[src/rtl/spi_bank_pkg.sv]
`default_nettype none
// ============================================================================
// Module      : spi_bank_pkg
// Description : Shared definitions for the extension-board control block.
//               Holds the bit positions of the fields carried in the control
//               access address, and the auto-transfer FSM state type.
// Revision    : 1.0 - initial release
// ============================================================================
package spi_bank_pkg;

  // Field positions inside the 16-bit control access address
  localparam int CTRL_MOSI   = 15;  // manual MOSI level
  localparam int CTRL_AUTO   = 14;  // 1 = hardware byte engine owns SCK/MOSI
  localparam int CTRL_BANKHI = 8;   // upper bank bits start here (BANK_W > 2)
  localparam int CTRL_BANKLO = 6;   // bank bits [1:0]
  localparam int CTRL_ZP     = 5;   // zero-page swap, active low
  localparam int CTRL_POL    = 4;   // clock polarity; idle SCK = ~POL
  localparam int CTRL_SS     = 2;   // two slave selects, active low
  localparam int CTRL_SCLK   = 0;   // manual SCLK bit / status read enable

  // Auto-transfer FSM
  typedef enum logic [1:0] {
    ST_IDLE  = 2'd0,
    ST_LEAD  = 2'd1,   // waiting to emit the leading SCK edge of a bit
    ST_TRAIL = 2'd2    // waiting to emit the trailing SCK edge of a bit
  } xfer_state_t;

endpackage
`default_nettype wire

[src/rtl/spi_bank_ctrl_shifter.sv]
`default_nettype none
// ============================================================================
// Module      : spi_shifter
// Description : Hardware SPI word engine. A start strobe loads the TX word
//               and the divider; each bit takes two half-periods of DIV+1
//               clocks. MOSI changes on trailing edges, MISO is sampled on
//               leading edges. An abort returns to idle without DONE.
// Ports       : clk, rst_n        - clock, async active-low reset
//               i_start           - begin a transfer (caller guarantees idle)
//               i_abort           - cancel an in-flight transfer
//               i_idle_sck        - SCK level to hold while idle / on abort
//               i_data, i_div     - TX word and half-period divider
//               i_miso            - serial input
//               o_sck, o_mosi     - serial clock / data out (registered)
//               o_busy, o_done    - transfer in progress / completion pulse
//               o_rxdata          - last completed received word
// Revision    : 1.0 - initial release
// ============================================================================
module spi_shifter
  import spi_bank_pkg::*;
#(
  parameter int NBITS = 8,
  parameter int DIV_W = 4
) (
  input  logic             clk,
  input  logic             rst_n,
  input  logic             i_start,
  input  logic             i_abort,
  input  logic             i_idle_sck,
  input  logic [NBITS-1:0] i_data,
  input  logic [DIV_W-1:0] i_div,
  input  logic             i_miso,
  output logic             o_sck,
  output logic             o_mosi,
  output logic             o_busy,
  output logic             o_done,
  output logic [NBITS-1:0] o_rxdata
);

  localparam int                 c_CNT_W    = $clog2(NBITS);
  localparam logic [c_CNT_W-1:0] c_LAST_BIT = c_CNT_W'(NBITS - 1);

  xfer_state_t        r_state;
  logic [DIV_W-1:0]   r_div;
  logic [DIV_W-1:0]   r_div_cnt;
  logic [c_CNT_W-1:0] r_bitcnt;
  logic [NBITS-1:0]   r_shift;
  logic [NBITS-1:0]   r_rxdata;
  logic               r_sck;
  logic               r_mosi;
  logic               r_busy;
  logic               r_done;
  logic               w_div_hit;

  // Half-period elapses when the counter reaches the divider latched at start
  assign w_div_hit = (r_div_cnt == r_div);

  always_ff @(posedge clk or negedge rst_n) begin
    if (!rst_n) begin
      r_state   <= ST_IDLE;
      r_div     <= '0;
      r_div_cnt <= '0;
      r_bitcnt  <= '0;
      r_shift   <= '0;
      r_rxdata  <= '0;
      r_sck     <= 1'b0;
      r_mosi    <= 1'b0;
      r_busy    <= 1'b0;
      r_done    <= 1'b0;
    end else begin
      r_done <= 1'b0;
      if (i_abort) begin
        r_state   <= ST_IDLE;
        r_busy    <= 1'b0;
        r_sck     <= i_idle_sck;
        r_div_cnt <= '0;
        r_bitcnt  <= '0;
      end else begin
        case (r_state)
          ST_IDLE: begin
            // Track polarity changes so SCK is correct when a transfer starts
            r_sck <= i_idle_sck;
            if (i_start) begin
              r_shift   <= i_data;
              r_mosi    <= i_data[NBITS-1];
              r_div     <= i_div;
              r_div_cnt <= '0;
              r_bitcnt  <= '0;
              r_busy    <= 1'b1;
              r_state   <= ST_LEAD;
            end
          end
          ST_LEAD: begin
            if (w_div_hit) begin
              r_div_cnt <= '0;
              r_sck     <= ~r_sck;
              // Shift left: the next TX bit moves to the MSB, MISO enters LSB
              r_shift   <= {r_shift[NBITS-2:0], i_miso};
              r_state   <= ST_TRAIL;
            end else begin
              r_div_cnt <= r_div_cnt + DIV_W'(1);
            end
          end
          ST_TRAIL: begin
            if (w_div_hit) begin
              r_div_cnt <= '0;
              r_sck     <= ~r_sck;
              if (r_bitcnt == c_LAST_BIT) begin
                r_rxdata <= r_shift;
                r_busy   <= 1'b0;
                r_done   <= 1'b1;
                r_state  <= ST_IDLE;
              end else begin
                r_mosi   <= r_shift[NBITS-1];
                r_bitcnt <= r_bitcnt + c_CNT_W'(1);
                r_state  <= ST_LEAD;
              end
            end else begin
              r_div_cnt <= r_div_cnt + DIV_W'(1);
            end
          end
          default: begin
            r_state <= ST_IDLE;
            r_busy  <= 1'b0;
          end
        endcase
      end
    end
  end

  assign o_sck    = r_sck;
  assign o_mosi   = r_mosi;
  assign o_busy   = r_busy;
  assign o_done   = r_done;
  assign o_rxdata = r_rxdata;

endmodule
`default_nettype wire

[src/rtl/spi_bank_ctrl.sv]
`default_nettype none
// ============================================================================
// Module      : spi_bank_ctrl
// Description : Control-register block for the extension board. Decoded
//               control writes (data carried in the address) latch the RAM
//               bank, zero-page swap, slave selects, SPI polarity and mode.
//               In manual mode SCK/MOSI are bit-banged from control writes;
//               in auto mode a DATA_WE starts an NBITS hardware transfer.
// Ports       : CLK, nRESET       - clock, async active-low reset
//               CTRL_WE, CTRL_A   - control write strobe and its address
//               DATA_WE, DATA_IN  - TX word write (auto mode)
//               DIV               - SCK half-period = DIV+1 clocks
//               MISO              - serial in
//               SCK, MOSI, nSS    - SPI pins
//               BANK, nZPBANK     - RAM banking controls
//               SCLK_EN           - manual SCLK bit / status read enable
//               RXDATA, BUSY,
//               DONE, OVR         - auto engine status
// Revision    : 1.0 - initial release
// ============================================================================
module spi_bank_ctrl
  import spi_bank_pkg::*;
#(
  parameter int BANK_W = 2,
  parameter int NBITS  = 8,
  parameter int DIV_W  = 4
) (
  input  logic              CLK,
  input  logic              nRESET,
  input  logic              CTRL_WE,
  input  logic [15:0]       CTRL_A,
  input  logic              DATA_WE,
  input  logic [NBITS-1:0]  DATA_IN,
  input  logic [DIV_W-1:0]  DIV,
  input  logic              MISO,
  output logic              SCK,
  output logic              MOSI,
  output logic [1:0]        nSS,
  output logic [BANK_W-1:0] BANK,
  output logic              nZPBANK,
  output logic              SCLK_EN,
  output logic [NBITS-1:0]  RXDATA,
  output logic              BUSY,
  output logic              DONE,
  output logic              OVR
);

  logic [BANK_W-1:0] r_bank;
  logic              r_nzp;
  logic [1:0]        r_nss;
  logic              r_pol;
  logic              r_auto;
  logic              r_sclk_en;
  logic              r_man_mosi;
  logic              r_man_sck;
  logic              r_ovr;

  logic [BANK_W-1:0] w_bank_next;
  logic              w_auto_eff;
  logic              w_pol_eff;
  logic              w_busy;
  logic              w_start;
  logic              w_abort;
  logic              w_auto_sck;
  logic              w_auto_mosi;
  logic              w_unused;

  // Bank bits are split across the address: [1:0] low, the rest higher up
  assign w_bank_next[1:0] = CTRL_A[CTRL_BANKLO +: 2];
  generate
    if (BANK_W > 2) begin : g_bank_hi
      assign w_bank_next[BANK_W-1:2] = CTRL_A[CTRL_BANKHI +: (BANK_W - 2)];
    end
  endgenerate

  // A control write in the same cycle as DATA_WE takes effect first, so the
  // start decision and idle polarity look through to the incoming values.
  assign w_auto_eff = CTRL_WE ? CTRL_A[CTRL_AUTO] : r_auto;
  assign w_pol_eff  = CTRL_WE ? CTRL_A[CTRL_POL]  : r_pol;
  assign w_start    = DATA_WE & w_auto_eff & ~w_busy;
  assign w_abort    = CTRL_WE & ~CTRL_A[CTRL_AUTO] & w_busy;

  always_ff @(posedge CLK or negedge nRESET) begin
    if (!nRESET) begin
      r_bank     <= '0;
      r_nzp      <= 1'b1;
      r_nss      <= 2'b11;
      r_pol      <= 1'b1;
      r_auto     <= 1'b0;
      r_sclk_en  <= 1'b0;
      r_man_mosi <= 1'b0;
      r_man_sck  <= 1'b0;
      r_ovr      <= 1'b0;
    end else begin
      if (CTRL_WE) begin
        r_bank <= w_bank_next;
        r_nzp  <= CTRL_A[CTRL_ZP];
        r_nss  <= CTRL_A[CTRL_SS +: 2];
        r_pol  <= CTRL_A[CTRL_POL];
        r_auto <= CTRL_A[CTRL_AUTO];
        r_ovr  <= 1'b0;
        if (!w_busy) begin
          r_sclk_en  <= CTRL_A[CTRL_SCLK];
          r_man_mosi <= CTRL_A[CTRL_MOSI];
          r_man_sck  <= ~(CTRL_A[CTRL_SCLK] ^ CTRL_A[CTRL_POL]);
        end else if (w_abort) begin
          // Aborting hands SCK back to the manual path; park it at idle
          r_man_sck <= ~CTRL_A[CTRL_POL];
        end
      end
      // A word written while busy is dropped; flag it (wins over the clear)
      if (DATA_WE && w_busy) begin
        r_ovr <= 1'b1;
      end
    end
  end

  spi_shifter #(
    .NBITS (NBITS),
    .DIV_W (DIV_W)
  ) u_shifter (
    .clk        (CLK),
    .rst_n      (nRESET),
    .i_start    (w_start),
    .i_abort    (w_abort),
    .i_idle_sck (~w_pol_eff),
    .i_data     (DATA_IN),
    .i_div      (DIV),
    .i_miso     (MISO),
    .o_sck      (w_auto_sck),
    .o_mosi     (w_auto_mosi),
    .o_busy     (w_busy),
    .o_done     (DONE),
    .o_rxdata   (RXDATA)
  );

  // Both sources are registers; the select is the registered AUTO bit
  assign SCK     = r_auto ? w_auto_sck  : r_man_sck;
  assign MOSI    = r_auto ? w_auto_mosi : r_man_mosi;
  assign nSS     = r_nss;
  assign BANK    = r_bank;
  assign nZPBANK = r_nzp;
  assign SCLK_EN = r_sclk_en;
  assign BUSY    = w_busy;
  assign OVR     = r_ovr;

  // Several address bits carry no field
  assign w_unused = ^CTRL_A;

endmodule
`default_nettype wire

[config.mk]
export PLATFORM = sky130hd
export DESIGN_NAME = spi_bank_ctrl
export DESIGN_NICKNAME = d
export VERILOG_FILES = /design/src/rtl/spi_bank_pkg.sv /design/src/rtl/spi_bank_ctrl_shifter.sv /design/src/rtl/spi_bank_ctrl.sv
export SDC_FILE = /design/constraint.sdc
export NUM_CORES = 1
export LEC_CHECK = 0
export CORE_MARGIN = 4
export CORE_UTILIZATION = 44
export CTS_CLUSTER_SIZE = 14
export DETAILED_ROUTE_END_ITERATION = 8
export GPL_TIMING_DRIVEN = 0
export PLACE_DENSITY = 0.75
export SETUP_SLACK_MARGIN = 0.05
export SLEW_MARGIN = 30
export SYNTH_ARGS = -nofsm -noshare
export SYNTH_HDL_FRONTEND = slang
export SYNTH_SLANG_ARGS = --single-unit
[constraint.sdc]
create_clock -name CLK -period 1.9 [get_ports CLK]
set_input_delay 0.19 -clock CLK [delete_from_list [all_inputs] [get_ports CLK]]
set_output_delay 0.19 -clock CLK [all_outputs]
set_load 0.1 [all_outputs]
### Word level (Yosys, flattened, before mapping)

Index checks and enable logic that the tools add are counted.
Widths: inputs -> output; s select.

* equal/unequal tests: 16
* bitwise gates (word level): 12
* muxes and demuxes: 42
* reductions and logical operators: 19
* add/subtract/negate cells: 2

Operators by type and width (number)
* $mux 1: 22
* $mux 8: 2
* $pmux 8 s2: 1
* $reduce_and 4->1: 4
* $ne 3x1->1 const B: 5
* $mux 3: 4
* $mux 4: 3
* $ne 2x1->1 const B: 5
* $mux 2: 4
* $pmux 4 s2: 1
* $reduce_and 2->1: 4
* $not 1->1: 7
* $pmux 2 s3: 1
* $pmux 3 s2: 1
* $reduce_and 3->1: 2
* $reduce_bool 2->1: 3
* $reduce_bool 3->1: 2
* $reduce_and 5->1: 1
* $add 4x1->4 const B: 1
* $and 1x1->1: 4
* $eq 4x4->1: 1
* $pmux 1 s2: 2
* $add 3x1->3 const B: 1
* $eq 3x3->1 const B: 1
* 9 further kinds: 9

* flip-flop bits (word level): 44
* logic and storage cells: 110
* input port bits: 33
* output and inout bits: 19

### Longest topological paths before layout

Gate-level depths: netlist of run 1.

* depth after elaboration: 6
* mapped depth: 8
* mapped depth without buffers: 7

### By module

Synthesis of run 1 repeated with hierarchy kept, for this count alone.

* cells, all modules: 199
* area, all modules: 2285.9 um^2

Modules (own cells, without submodules)
* spi_shifter: times used 1, seq. area each 825.8 um^2, cells an instance 162, area an instance 1796.7 um^2
* spi_bank_ctrl: times used 1, seq. area each 280.3 um^2, cells an instance 37, area an instance 489.2 um^2

### Least setup slack after synthesis of run 1

Ideal clock, no wire load.

* path type: reg-to-reg
* from: register u_shifter.r_busy (netlist: u_shifter.o_busy)
* to: register u_shifter.r_rxdata[0] (netlist: u_shifter.o_rxdata[0])
* clock period less this slack: 2.220 ns
* data required time: 1.775 ns
* path slack: -0.320 ns
* setup time: 0.125 ns
* data arrival time: 2.094 ns
* stages on the path, launching flop included: 6
* path buffers: 2
* path through: dfrtp_1 > clkbuf_1 > and2_1 > buf_6 > nor4_4 > mux2_2

* word-level cells in the longest chain between the ends: 3

RTL lines
* start: declaration: RTL line spi_bank_ctrl_shifter.sv:51 `logic r_busy;`
* start signal: assignment: RTL line spi_bank_ctrl_shifter.sv:68 `r_busy <= 1'b0;`
* start signal: assignment: RTL line spi_bank_ctrl_shifter.sv:74 `r_busy <= 1'b0;`
* start signal: assignment: RTL line spi_bank_ctrl_shifter.sv:89 `r_busy <= 1'b1;`
* $and 1x1->1: RTL line spi_bank_ctrl.sv:81 `assign w_abort = CTRL_WE & ~CTRL_A[CTRL_AUTO] & w_busy;`
* $not 1->1 (no line)
* $reduce_and 4->1 (no line)
* end signal: assignment: RTL line spi_bank_ctrl_shifter.sv:109 `r_rxdata <= r_shift;`
* end: declaration: RTL line spi_bank_ctrl_shifter.sv:48 `logic [NBITS-1:0] r_rxdata;`

Every way passes these cells.
A chain may end at the register's enable or synchronous reset.

### Final worst setup path of run 1

* from: register u_shifter.r_state[0]
* to: register u_shifter.r_shift[3]

* word-level cells in the longest chain between the ends: 3
* elaborated cells on any way between the ends: 7
* those cells by class: eq/ne: 3; mux: 1; reduce/logical: 3

RTL lines
* start: declaration: RTL line spi_bank_ctrl_shifter.sv:43 `xfer_state_t r_state;`
* start signal: assignment: RTL line spi_bank_ctrl_shifter.sv:60 `r_state <= ST_IDLE;`
* start signal: assignment: RTL line spi_bank_ctrl_shifter.sv:73 `r_state <= ST_IDLE;`
* start signal: assignment: RTL line spi_bank_ctrl_shifter.sv:90 `r_state <= ST_LEAD;`
* $eq 2x1->1 / $logic_not 2->1 (equally long branches): RTL line spi_bank_ctrl_shifter.sv:79 `case (r_state)`
* $ne 2x1->1 (no line) / $reduce_bool 2->1 (equally long branches)
* $reduce_and 4->1 (no line)
* end signal: assignment: RTL line spi_bank_ctrl_shifter.sv:84 `r_shift <= i_data;`
* end signal: assignment: RTL line spi_bank_ctrl_shifter.sv:98 `r_shift <= {r_shift[NBITS-2:0], i_miso};`
* end: declaration: RTL line spi_bank_ctrl_shifter.sv:47 `logic [NBITS-1:0] r_shift;`

Several ways; a longest one is shown, not always the timed one.

==> impl_metrics.csv, run 1 <==
group,metric,value,unit
run_status,status,"finished clean",
clocking,cts_buffer_depth,2,
critical_path,worstSetupPathType,"reg2reg",
global_routing,grt_max_degree,29,
detailed_routing,drc,0,
place,pre_cts_ws,-0.3667,ns
detailed_routing,via_per_inst,5.218,
timing,slew_headroom,0.3536,
clocking,cts_num_sinks,44,
min_path,worstHoldPathType,"in2async",
synthesis,yosysSeqAreaShare,0.5125,
detailed_routing,dr.pass1.iters,4,
floorplan,core,4723,um^2
layout,multi_input_area,1072,um^2
synthesis,yosys.cell_types.count,37,
global_routing,grt_first_pass_wirelength,7.610,mm
critical_path,critPathMaxFanout,10,
timing,tightest_slew,0.9734,ns
timing,hold_viol,0,
layout,fin_nets,304,
place,place_hpwl,3.283,mm
place,gp_congestion,0.7560,
power,p_leak,1.409,nW
timing,finalCritPeriodShare,0.9658,
run,drv_cap,0,
clocking,cts_tree,"done",
synthesis,ys_ff_latch,44,
floorplan,die_height,78.04,um
timing,tns,0,ns
timing,fin_crit,1.835,ns
synthesis,yosys_warnings,0,
layout,antennaDiodeCount,0,
detailed_routing,vias,1727,
timing,fin_skew,0.005588,ns
floorplan,dieWidth,78.04,um
layout,drive_above_1_share,0.3182,
global_routing,gr-total-overflow,0,
detailed_routing,finalWirelength,4.932,mm
synthesis,yosysTopAreaCell,"dfrtp_1",
critical_path,reg2reg_depth,8,
synthesis,syn_nets,232,
timing,setup_viol,0,
global_routing,track_usage,0.1568,
synthesis,async_flop_share,1.000,
global_routing,antenna_found_initial,0,
timing,fin_hold_ws,0.3480,ns
critical_path,reg2reg_setup_slack,0.06,ns
clocking,cts_made_buffers,5,
floorplan,dieArea,6089,um^2
power,peakVddDrop,0.8321,mV
synthesis,synth_top_area_share,0.4638,
layout,fill_cells,385,
detailed_routing,post_drt_wl_per_cell,14.90,um
power,p_per_area,1544,nW/um^2
place,io_buffers,44,
global_routing,grt_pass1_vias,1649,
clocking,cts-root-buf,"clkbuf_8",
synthesis,ys.flop_type,"dfrtp_1",
synthesis,synthTopCellsByArea,"dfrtp_1, mux2_2, dfstp_2",
clocking,htreeDepth,2,
synthesis,synth_edf_count,0,
critical_path,startpoint_type,"flip-flop",
timing,fmax,544.9,MHz
layout,stdcell_area,3132,um^2
detailed_routing,antenna_left,0,
timing,rsz0062_at_grt,"yes",
critical_path,cp.arrival,2.02,ns
critical_path,worst_setup_path_end_kind,"flip-flop",
clocking,cts.clk_slew.worst_paths,0.08,ns
place,dpl_cell_area,2713,um^2
synthesis,syn-cell-area,2158,um^2
critical_path,r2r_end,"u_shifter.r_shift[3]",
synthesis,synth_area_per_cell,11.30,um^2
timing,finalWorstSetupSlack,0.06495,ns
timing,slew_viol_final,0,
critical_path,crit_required,2.08,ns
clocking,clock_latency,0.30,ns
critical_path,timing.rr.start,"u_shifter.r_state[0]",
synthesis,synth_common_cells,"dfrtp_1, mux2_2, nand2_1",
detailed_routing,drt-initial-drc-count,49,
floorplan,start_util,0.4570,
floorplan,rows,25,
synthesis,yosysMostFrequentCell,"dfrtp_1",
synthesis,postSynthCellCount,191,
floorplan,io_pins,52,
layout,seqCellArea,1111,um^2
layout,syn2layout_area_growth,45.10,%
cell families (layout without fill, tap and decap cells):
family          count (synthesis)  in the layout  synth area share
mux                            34             34            0.1716
compound gates                 36             36            0.1043
simple gates                   49             49            0.1119
flops                          44             44            0.5125
fa+ha+maj                       8              8           0.04638
buf+inv                        14             87           0.02899
xor+xnor                        6              6           0.02435
layout make-up:
cell class	instances	area share
plain buffers	7	0.02397
clock buffers	5	0.02197
multi-input cells	133	0.3424
inverters	7	0.008390
flip-flops and latches	44	0.3548
repair buffers	65	0.1930
well taps	67	0.02677
clock inverters	3	0.02877
worst max-delay path, stage by stage (launching register included):
cell      delay (ns)
dfrtp_1         0.40
inv_2           0.10
ha_4            0.17
buf_8           0.13
a21boi_4        0.14
a2111o_1        0.48
buf_6           0.17
nand2_1         0.05
o21ai_0         0.08
where the power goes:
part           leakage [nW]  internal, W  switching, W
Combinational         0.796      0.00105       0.00139
Sequential            0.534      0.00122      0.000196
Clock                0.0784     0.000657      0.000324
worst max path at each step:
stage / end / cells past startpoint / slack (ns) / start
2_1_floorplan: u_shifter.o_rxdata[0] / 5 / -0.1 / u_shifter.o_busy
3_3_place_gp: u_shifter.o_busy / 1 / -0.80 / nRESET
3_5_place_dp: u_shifter.o_rxdata[2] / 6 / -0.37 / CTRL_WE
4_1_cts: u_shifter.r_shift[7] / 8 / 0.05 / u_shifter.r_state[0]
5_1_grt: u_shifter.r_div_cnt[3] / 7 / 0.005 / u_shifter.r_state[0]
6_report: u_shifter.r_shift[3] / 8 / 0.06 / u_shifter.r_state[0]
placed cells by master, fill, tap and decap left out, types with 3 or more instances in the layout:
cell type,Yosys,layout
dlygate4sd2_1,0,14
buf_6,1,5
inv_1,7,5
ha_1,8,5
mux2_2,24,19
clkbuf_8,0,5
buf_4,0,17
nand3_1,5,5
nor2_1,11,11
bufinv_16,0,3
dfstp_2,4,4
mux2_4,0,5
clkdlybuf4s15_2,0,3
xnor2_1,5,5
mux2i_1,10,10
clkdlybuf4s50_1,0,24
nand2_1,18,18
dfrtp_1,40,38
o21ai_0,15,12
a21oi_1,6,6
state kept, by name (all words and copies together), names as in the netlist, 2 cells and up:
| signal | count |
|---|---|
| u_shifter.o_rxdata | 8 |
| u_shifter.r_bitcnt | 3 |
| u_shifter.r_div_cnt | 4 |
| u_shifter.r_state | 2 |
| u_shifter.r_div | 4 |
| nSS | 2 |
| BANK | 2 |
| u_shifter.r_shift | 8 |
metal layers:
metal  global-route usage  up-vias  wire length [um]  part of all wire
met5                    0        -                 0                 0
met4              0.04720        0                64             0.013
met3              0.04587        9               280             0.057
met2               0.2688       53              2570              0.52
met1               0.1909      849              2016              0.41
li1                     -      816                 -                 -
repair_timing:
action | in CTS | in global routing
hold buffers | 1 | 0
gates resized for setup | 33 | 38
pin swaps | 2 | 2
hold endpoints to repair | 13 | 0
gates cloned | 0 | 2
setup endpoints to repair | 39 | 24
buffers inserted | 4 | 13
metrics by stage:
step	cells	utilization	total power, W
floorplan	191	-	0.002935
global placement	302	0.5711	0.003351
detailed placement	303	0.5743	0.003414
CTS	316	0.6164	0.004444
global route	331	0.6630	0.005126
finish	331	0.6630	0.004835
No activity file was read; power rests on OpenSTA's default activity.
==> run 2, diff against run 1 <==
- CORE_UTILIZATION: 44 -> 49
- DONT_BUFFER_PORTS: not set -> 1
- PLACE_DENSITY: 0.75 -> 0.66
==> run 2 against run 1 <==
  * Sequential share of layout area increased by 6.3 points
  * Wire length decreased by 8.9%
  * Clock power fell by 39%
  * Sequential power increased by 25%
  * Clock skew is 0.0060 ns higher
  * Critical path depth is 1 lower
  * First-iteration DRC count rose by 57%
  * Cell area shrank 15%
==> impl_metrics.csv, run 2 (synthesis results as in run 1) <==
group,metric,value,unit
timing,fin_skew,0.01155,ns
critical_path,startpoint_type,"flip-flop",
critical_path,crit_start,"u_shifter.o_busy",
clocking,cts_made_buffers,5,
critical_path,critPathMaxFanout,4,
layout,stdcell_area,2663,um^2
detailed_routing,drt-initial-drc-count,77,
clocking,clock_latency,0.30,ns
critical_path,reg2reg_depth,7,
floorplan,start_util,0.5245,
min_path,worstHoldPathType,"in2reg",
critical_path,timing.rr.start,"u_shifter.o_busy",
floorplan,dieArea,5531,um^2
critical_path,cp.arrival,2.08,ns
power,p_leak,1.178,nW
power,power,0.004409,W
detailed_routing,wl_met3,322,um
place,pre_cts_ws,-0.3339,ns
timing,fin_crit,1.849,ns
clocking,htreeDepth,2,
layout,final_common_cell,"dfrtp_1",
floorplan,rows,23,
timing,slew_viol_final,0,
layout,antennaDiodeCount,0,
detailed_routing,drc,0,
floorplan,core,4115,um^2
global_routing,grt_pass1_vias,1540,
timing,finalCritPeriodShare,0.9733,
detailed_routing,dr.pass1.iters,4,
floorplan,io_pins,52,
critical_path,crit_required,2.13,ns
global_routing,grt_max_degree,45,
global_routing,grt_first_pass_wirelength,7.376,mm
critical_path,worst_setup_path_end_kind,"flip-flop",
global_routing,track_usage,0.1750,
timing,rsz0062_at_grt,"yes",
layout,drive_above_1_share,0.4018,
critical_path,worstSetupPathType,"reg2reg",
min_path,hold_path_end,"BANK[0]",
detailed_routing,via_per_inst,5.703,
clocking,cts-root-buf,"clkbuf_8",
timing,slew_headroom,0.3859,
power,peakVddDrop,0.8745,mV
timing,tightest_slew,0.9212,ns
timing,fmax,540.8,MHz
layout,final_cell_mix,"dfrtp_1, mux2_2, buf_4",
floorplan,die_height,74.37,um
clocking,cts_tree,"done",
layout,fin_nets,259,
timing,finalWorstSetupSlack,0.05076,ns
detailed_routing,top_layer_used,"met4",
critical_path,r2r_end,"u_shifter.r_div_cnt[3]",
timing,setup_viol,0,
place,place_hpwl,3.023,mm
power,p_per_area,1656,nW/um^2
layout,fill_cells,347,
place,dpl_cell_area,2236,um^2
clocking,cts_buffer_depth,2,
run_status,status,"finished clean",
detailed_routing,wl_met2,2.169,mm
clocking,cts_num_sinks,44,
layout,final_core_util,0.6470,
place,io_buffers,0,
place,gp_congestion,0.8196,
timing,hold_viol,0,
detailed_routing,post_drt_wl_per_cell,16.71,um
min_path,hold_depth,1,
clocking,cts.clk_slew.worst_paths,0.09,ns
layout,syn2layout_area_growth,23.36,%
detailed_routing,finalWirelength,4.495,mm
detailed_routing,wl_met1,1.959,mm
critical_path,reg2reg_setup_slack,0.05,ns
global_routing,antenna_found_initial,0,
run,drv_cap,0,
floorplan,dieWidth,74.37,um
detailed_routing,vias,1534,
detailed_routing,antenna_left,0,
min_path,hold_start,"CTRL_A[6]",
global_routing,gr-total-overflow,0,
[run 2: cell types whose count changed in the layout (fill, tap and decap cells not counted), sizes merged, moves of 2 or more]
cell           change
bufinv             -3
clkbuf             -2
clkdlybuf4s50     -24
clkdlybuf4s15      -3
dlygate4sd2       -14
buf                -3
clkinvlp           +2
[run 2: final cells by class]
class	instances	area, um^2	share of cell area
clock inverters	3	23.77	0.008929
repair buffers	21	186.4	0.07002
inverters	7	26.28	0.009868
flip-flops and latches	44	1111	0.4173
multi-input cells	133	1126	0.4229
well taps	50	62.56	0.02350
clock buffers	5	68.82	0.02585
plain buffers	6	57.56	0.02162
[run 2: worst max-delay path by stage]
stage	end	cells past startpoint	slack [ns]
global route	u_shifter.r_div_cnt[3]	7	-0.01
finish	u_shifter.r_div_cnt[3]	7	0.05
floorplan	u_shifter.o_rxdata[0]	5	-0.1
detailed placement	u_shifter.o_rxdata[1]	5	-0.33
CTS	u_shifter.o_rxdata[7]	6	-0.09
global placement	u_shifter.o_rxdata[6]	5	-0.28
[run 2: through the flow]
stage / hold slack (ns) / setup TNS [ns] / std cells
2_1_floorplan: -0.1056 / -0.7766 / 191
3_3_place_gp: -0.1046 / -2.761 / 241
3_5_place_dp: -0.1044 / -3.648 / 241
4_1_cts: 0.02311 / -0.7811 / 262
5_1_grt: 0.01906 / -0.01175 / 269
6_report: 0.03152 / 0 / 269
[run 2: layer usage]
layer  up-vias  track usage
li1        725            -
met1       767       0.2261
met2        37       0.2868
met3         5      0.05676
met4         0      0.04150
met5         -            0
[run 2: timing repair]
action	in CTS	in global routing
hold endpoints to repair	45	0
setup endpoints to repair	20	29
hold buffers	3	0
setup buffers	9	8
resized for setup	33	30
pin swaps	3	7
cloned	1	0
[run 2: report_power, final]
part	leakage (nW)	internal (W)	switching, W
registers	0.534	0.00122	0.000554
clock network	0.0404	0.000260	0.000334
logic	0.604	0.000977	0.00106
total	1.18	0.00246	0.00195
[run 2: critical path: stages (launching register included)]
cell,delay (ns)
dfrtp_4,0.63
buf_8,0.18
buf_4,0.13
nor2_2,0.10
and3_4,0.21
o2111ai_2,0.14
or2_4,0.25
a21oi_2,0.13
